[config.mk]
export PLATFORM = sky130hd
export DESIGN_NAME = adc_capture_offset
export DESIGN_NICKNAME = d
export VERILOG_FILES = /design/src/rtl/adc_capture_offset.sv
export SDC_FILE = /design/constraint.sdc
export NUM_CORES = 1
export LEC_CHECK = 0
export BUFFER_PORTS_ARGS = -buffer_cell sky130_fd_sc_hd__buf_2
export CAP_MARGIN = 25
export CORE_ASPECT_RATIO = 0.9
export CORE_MARGIN = 3
export CORE_UTILIZATION = 40
export CTS_CLUSTER_DIAMETER = 40
export CTS_CLUSTER_SIZE = 30
export DETAILED_ROUTE_END_ITERATION = 6
export PLACE_DENSITY = 0.66
export SYNTH_ARGS = -nofsm -noshare
export SYNTH_HDL_FRONTEND = slang
export SYNTH_SLANG_ARGS = --single-unit
[constraint.sdc]
create_clock -name clk -period 2.9 [get_ports clk]
set_clock_uncertainty 0.2 [all_clocks]
set_input_delay 0 -clock clk [delete_from_list [all_inputs] [get_ports clk]]
set_output_delay 0 -clock clk [all_outputs]
set_load 0.05 [all_outputs]
[src/rtl/adc_capture_offset.sv]
// Serial ADC capture. Each frame has LEAD_ZEROS leading bits and then DATA_W
// payload bits, MSB first. Each result is reported raw and also as a signed
// value with OFFSET subtracted.
// Handshake: valid is a one-cycle strobe with no back-pressure. It is high
// only in the DONE cycle. zeros, dato, dato_out and lead_err change only on
// that cycle and hold their values until the next strobe.
module adc_capture_offset #(
  parameter int DATA_W     = 12,
  parameter int LEAD_ZEROS = 4,
  parameter int OUT_W      = 22,
  parameter int OFFSET     = 2048,
  parameter int SCLK_DIV   = 2,
  parameter int QUIET_CYC  = 8
) (
  input  logic                  clk,
  input  logic                  rst,
  input  logic                  start,
  input  logic                  cont,
  input  logic                  data_in,
  output logic                  cs,
  output logic                  sclk,
  output logic [LEAD_ZEROS-1:0] zeros,
  output logic [DATA_W-1:0]     dato,
  output logic [OUT_W-1:0]      dato_out,
  output logic                  valid,
  output logic                  lead_err,
  output logic                  busy,
  output logic [2:0]            state_dbg
);

  localparam int FRAME_BITS = LEAD_ZEROS + DATA_W;
  localparam int CNT_MAX    = (SCLK_DIV > QUIET_CYC) ? SCLK_DIV : QUIET_CYC;
  localparam int CNT_W      = $clog2(CNT_MAX + 1);
  localparam int BIT_W      = $clog2(FRAME_BITS + 1);

  localparam logic [CNT_W-1:0] DIV_LAST   = CNT_W'(SCLK_DIV - 1);
  localparam logic [CNT_W-1:0] QUIET_LAST = CNT_W'(QUIET_CYC - 1);
  localparam logic [BIT_W-1:0] BIT_LAST   = BIT_W'(FRAME_BITS - 1);
  localparam logic [OUT_W-1:0] OFFSET_W   = OUT_W'(OFFSET);

  typedef enum logic [2:0] {
    S_IDLE  = 3'd0,
    S_SETUP = 3'd1,
    S_SHIFT = 3'd2,
    S_DONE  = 3'd3,
    S_QUIET = 3'd4
  } state_t;

  state_t                  state_q, state_d;
  logic [CNT_W-1:0]        cnt_q, cnt_d;
  logic [BIT_W-1:0]        bit_q, bit_d;
  logic [FRAME_BITS-1:0]   shreg_q, shreg_d;
  logic                    pending_q, pending_d;
  logic                    cs_q, cs_d;
  logic                    sclk_q, sclk_d;
  logic                    valid_q, valid_d;
  logic                    busy_q, busy_d;
  logic                    lead_err_q, lead_err_d;
  logic [LEAD_ZEROS-1:0]   zeros_q, zeros_d;
  logic [DATA_W-1:0]       dato_q, dato_d;
  logic [OUT_W-1:0]        dato_out_q, dato_out_d;

  // Next-state, shift and result logic. cs, sclk and busy are registered from
  // the next state, so the pins are glitch-free and change together with the
  // state.
  always_comb begin
    state_d    = state_q;
    cnt_d      = cnt_q;
    bit_d      = bit_q;
    shreg_d    = shreg_q;
    pending_d  = pending_q;
    sclk_d     = 1'b1;
    valid_d    = 1'b0;
    lead_err_d = lead_err_q;
    zeros_d    = zeros_q;
    dato_d     = dato_q;
    dato_out_d = dato_out_q;

    // Requests that arrive while a frame is in flight collapse into one flag.
    if (start && (state_q != S_IDLE)) pending_d = 1'b1;

    case (state_q)
      S_IDLE: begin
        if (start || cont) begin
          state_d = S_SETUP;
          cnt_d   = '0;
        end
      end
      S_SETUP: begin
        if (cnt_q == DIV_LAST) begin
          state_d = S_SHIFT;
          cnt_d   = '0;
          bit_d   = '0;
          sclk_d  = 1'b0;
        end else begin
          cnt_d = cnt_q + CNT_W'(1);
        end
      end
      S_SHIFT: begin
        if (!sclk_q) begin
          // Low half-period. The edge that raises sclk also samples data_in.
          if (cnt_q == DIV_LAST) begin
            sclk_d  = 1'b1;
            cnt_d   = '0;
            shreg_d = {shreg_q[FRAME_BITS-2:0], data_in};
          end else begin
            sclk_d = 1'b0;
            cnt_d  = cnt_q + CNT_W'(1);
          end
        end else if (bit_q == BIT_LAST) begin
          // The last bit is complete once it is sampled, so its high phase
          // lasts only one cycle before DONE.
          state_d    = S_DONE;
          valid_d    = 1'b1;
          zeros_d    = shreg_q[FRAME_BITS-1 -: LEAD_ZEROS];
          dato_d     = shreg_q[DATA_W-1:0];
          dato_out_d = OUT_W'(shreg_q[DATA_W-1:0]) - OFFSET_W;
          lead_err_d = |shreg_q[FRAME_BITS-1 -: LEAD_ZEROS];
        end else if (cnt_q == DIV_LAST) begin
          sclk_d = 1'b0;
          cnt_d  = '0;
          bit_d  = bit_q + BIT_W'(1);
        end else begin
          cnt_d = cnt_q + CNT_W'(1);
        end
      end
      S_DONE: begin
        state_d = S_QUIET;
        cnt_d   = '0;
      end
      S_QUIET: begin
        if (cnt_q == QUIET_LAST) begin
          cnt_d   = '0;
          state_d = (cont || pending_q || start) ? S_SETUP : S_IDLE;
        end else begin
          cnt_d = cnt_q + CNT_W'(1);
        end
      end
      default: begin
        state_d = S_IDLE;
        cnt_d   = '0;
      end
    endcase

    // A new frame consumes the pending request.
    if ((state_d == S_SETUP) && (state_q != S_SETUP)) pending_d = 1'b0;

    cs_d   = !((state_d == S_SETUP) || (state_d == S_SHIFT));
    busy_d = (state_d != S_IDLE);
  end

  // State and output registers. Reset idles the ADC bus at once.
  always_ff @(posedge clk or negedge rst) begin
    if (!rst) begin
      state_q    <= S_IDLE;
      cnt_q      <= '0;
      bit_q      <= '0;
      shreg_q    <= '0;
      pending_q  <= 1'b0;
      cs_q       <= 1'b1;
      sclk_q     <= 1'b1;
      valid_q    <= 1'b0;
      busy_q     <= 1'b0;
      lead_err_q <= 1'b0;
      zeros_q    <= '0;
      dato_q     <= '0;
      dato_out_q <= '0;
    end else begin
      state_q    <= state_d;
      cnt_q      <= cnt_d;
      bit_q      <= bit_d;
      shreg_q    <= shreg_d;
      pending_q  <= pending_d;
      cs_q       <= cs_d;
      sclk_q     <= sclk_d;
      valid_q    <= valid_d;
      busy_q     <= busy_d;
      lead_err_q <= lead_err_d;
      zeros_q    <= zeros_d;
      dato_q     <= dato_d;
      dato_out_q <= dato_out_d;
    end
  end

  assign cs        = cs_q;
  assign sclk      = sclk_q;
  assign valid     = valid_q;
  assign busy      = busy_q;
  assign lead_err  = lead_err_q;
  assign zeros     = zeros_q;
  assign dato      = dato_q;
  assign dato_out  = dato_out_q;
  assign state_dbg = state_q;

endmodule

==> qor.txt <==
=======================================================================================
CP Class                                                                        reg2reg
Area enclosed by the die boundary                                              7090 µm²
Data required time at the worst endpoint                                        2900 ps
Critical path startpoint category                                             flip-flop
Post-Syn Area                                                                  2450 µm²
Sum of overflow across all layers after global routing                                0
Routed wire per std cell                                                        13.0 µm
Final worst setup slack                                                          533 ps
First-pass iteration count of the detailed router                                     4
R2R Setup Slk                                                                    530 ps
Via density per instance                                                           4.90
Placer's final routability congestion estimate                                    0.700
Total Wirelength                                                                4.30 mm
Critical Path Start                                                        state_dbg[2]
Clock net sink count                                                                 51
Via count of the routed design                                                     1622
Async set-or-reset flop fraction in the synthesized netlist                        1.00
Remaining number of nets flagged by the antenna check after routing                   0
Instance count after placement with tap cells included                              316
Depth of the worst register-to-register path                                          4
Total count of max-transition violations in the final report                          0
Max-slew headroom at the worst pin                                                0.568
Worst setup path endpoint                                                    shreg_q[1]
Ratio of final minimum period to clock period                                     0.816
RSZ-0062 raised after global routing                                              false
Number of violations reported at the end of detailed-routing iteration 0             96
Initial core utilization                                                          0.422
Pin count of the biggest net entering global routing                                 38
Worst hold margin                                                                282 ps
Insertion delay to the later sink of the worst-skew pair                         310 ps
First-pass GRT wire length                                                      7.22 mm
Final antenna diode count                                                             0
GRT Overall Usage                                                                 0.131
Clk root buf                                                               sky130_fd_sc_hd__clkbuf_8
Portion of the post-synthesis area used by sequential elements                    0.523
Highest net fanout along the worst path                                              16
EDFF count, synth                                                                     0
Number of buffers created by CTS                                                      5
Maximum operating frequency                                                   0.423 GHz
Ports                                                                                51
Area growth syn-to-layout                                                         13.2%
Path type of the worst min-delay path                                            in2reg
Share of post-route cells with drive strength above 1                             0.345
Most frequently used flop master after synthesis                           sky130_fd_sc_hd__dfrtp_1
Std-Cell Rows                                                                        26
Avg Inst Size Synth                                                            11.0 µm²
IR Drop Worst-Case VDD                                                       0.000210 V
Post-layout net count                                                               269
WP data arrival                                                                 2360 ps
Power density over cell area                                                 432 nW/µm²
Total of max-cap violations                                                           0
Chip width                                                                      88.4 µm
DRC violations left                                                                   0
CTS tree                                                                            yes
Synthesized instance count                                                          222
Clk slew on worst S/H paths                                                      100 ps
Reported leakage power                                                          1.45 nW
Total setup buffers inserted after CTS                                                0
Post-route minimum period                                                       2370 ps
Post-DP HPWL                                                                    3.05 mm
Max Buffers Root-to-Sink                                                              2
Net count after synthesis                                                           231
I/O Buffers                                                                          50
Critical R2R Capture                                                         shreg_q[1]
Outcome                                                                    finished clean
Total number of yosys warnings                                                        0
Number of global-route vias before repair                                          1544
Number of instances on the worst hold path                                            3
Pre-CTS WS                                                                       544 ps
Die Ht                                                                          80.2 µm
Actual transition at the worst max-transition pin                                646 ps
R2r startpoint                                                             state_dbg[2]
Flop and latch count out of synthesis                                                51
Final instance count without filler cells                                           331
Netlist cell types                                                                   50
Hold Vio Cnt, Final                                                                   0
Total Neg Setup Slack                                                              0 ps
Nature of the critical path endpoint                                          flip-flop
Number of setup violations in the final report                                        0
Antenna violations before repair                                                      0
Count of H-tree levels built during CTS                                               2
Standard cell core area                                                        5790 µm²
=======================================================================================
-- cells in the mapped netlist (2+ instances only) --
cell type                  number  area [µm²]
sky130_fd_sc_hd__nand4b_1       2        17.5
sky130_fd_sc_hd__nand2b_1       2        12.5
sky130_fd_sc_hd__inv_1          4        15.0
sky130_fd_sc_hd__mux2_2         6        67.6
sky130_fd_sc_hd__nor2b_1        2        12.5
sky130_fd_sc_hd__mux2_4        10         150
sky130_fd_sc_hd__o22ai_1        2        12.5
sky130_fd_sc_hd__clkbuf_1       2        7.51
sky130_fd_sc_hd__o21bai_1       2        15.0
sky130_fd_sc_hd__buf_2          3        15.0
sky130_fd_sc_hd__o21ai_0        7        35.0
sky130_fd_sc_hd__nand2_1       56         210
sky130_fd_sc_hd__buf_4         23         173
sky130_fd_sc_hd__nor3_1         4        20.0
sky130_fd_sc_hd__or3b_2         2        17.5
sky130_fd_sc_hd__a211oi_1       2        15.0
sky130_fd_sc_hd__dfrtp_1       49        1230
sky130_fd_sc_hd__nand3_1        2        10.0
sky130_fd_sc_hd__nor2_1         4        15.0
sky130_fd_sc_hd__a21oi_1        3        15.0
sky130_fd_sc_hd__dfstp_2        2        52.6
sky130_fd_sc_hd__a21o_1         2        15.0
sky130_fd_sc_hd__ha_1           4        50.1
-- flip-flops by register name, summed over array words and instances, names as in the netlist, 3 cells and up --
name	cells
state_dbg	3
bit_q	5
zeros	4
shreg_q	16
dato	12
cnt_q	4
-- worst min-delay path by stage --
stage                  from          to  slack [ps]
floorplan               rst    bit_q[0]        -500
global placement    data_in  shreg_q[0]          50
detailed placement      rst   pending_q        -260
CTS                 data_in  shreg_q[0]         260
global route        data_in  shreg_q[0]         280
finish              data_in  shreg_q[0]         280
-- repair_timing --
| action | 4_1_cts | 5_1_grt |
|---|---|---|
| endpoints found under the hold margin | 54 | 0 |
| hold buffers | 7 | 0 |
| gates resized for setup | 0 | 0 |
-- cell families after synthesis --
kind of cell	share of synthesized area
buffers and inverters	0.0957
XOR/XNOR	0.00716
AND/OR/NAND/NOR	0.185
multiplexers	0.0890
flip-flops	0.523
AO/OA/AOI/OAI	0.0798
adder cells (fa/ha/maj)	0.0205
-- power breakdown --
group          switching [W]  internal [W]
Clock               0.000256      0.000178
Combinational      0.0000189     0.0000190
Sequential        0.00000600      0.000718
Total               0.000281      0.000915
-- metal layers --
metal	GRT usage	up-vias	share of wire
li1	-	803	-
met1	0.175	772	0.50
met2	0.203	42	0.44
met3	0.0297	5	0.045
met4	0.0544	0	0.016
met5	0	-	0
-- worst max-delay path, cell delays in order, from the launching register on --
cell,delay (ps)
sky130_fd_sc_hd__dfrtp_1,570
sky130_fd_sc_hd__nor4b_4,500
sky130_fd_sc_hd__nand2_2,120
sky130_fd_sc_hd__nor2_4,460
sky130_fd_sc_hd__mux2_2,400
-- placed cells by master, fill, tap and decap left out, drive strengths merged, types with 3 or more instances in the layout --
cell and count:
nor2 5, buf 53, nand2 57, or3b 3
inv 7, a21oi 4, nor3 4, clkbuf 5
mux2 16, dlygate4sd3 7, ha 4, o21ai 8
dfrtp 49
-- stage by stage --
stage | instance area [µm²] | total power (W) | utilization
2_1_floorplan | 2450 | 0.000747 | -
3_3_place_gp | 2580 | 0.000767 | 0.446
3_5_place_dp | 2600 | 0.000771 | 0.450
4_1_cts | 2770 | 0.00121 | 0.478
5_1_grt | 2770 | 0.00124 | 0.478
6_report | 2770 | 0.00120 | 0.478
-- final cells by class --
class,count,area [µm²]
fillers,564,3020
flip-flops and latches,51,1280
multi-input cells,137,933
repair buffers,60,355
well taps,70,87.6
clock buffers,5,68.8
clock inverters,3,26.3
inverters,5,18.8
No activity file was read; power rests on OpenSTA's default activity.
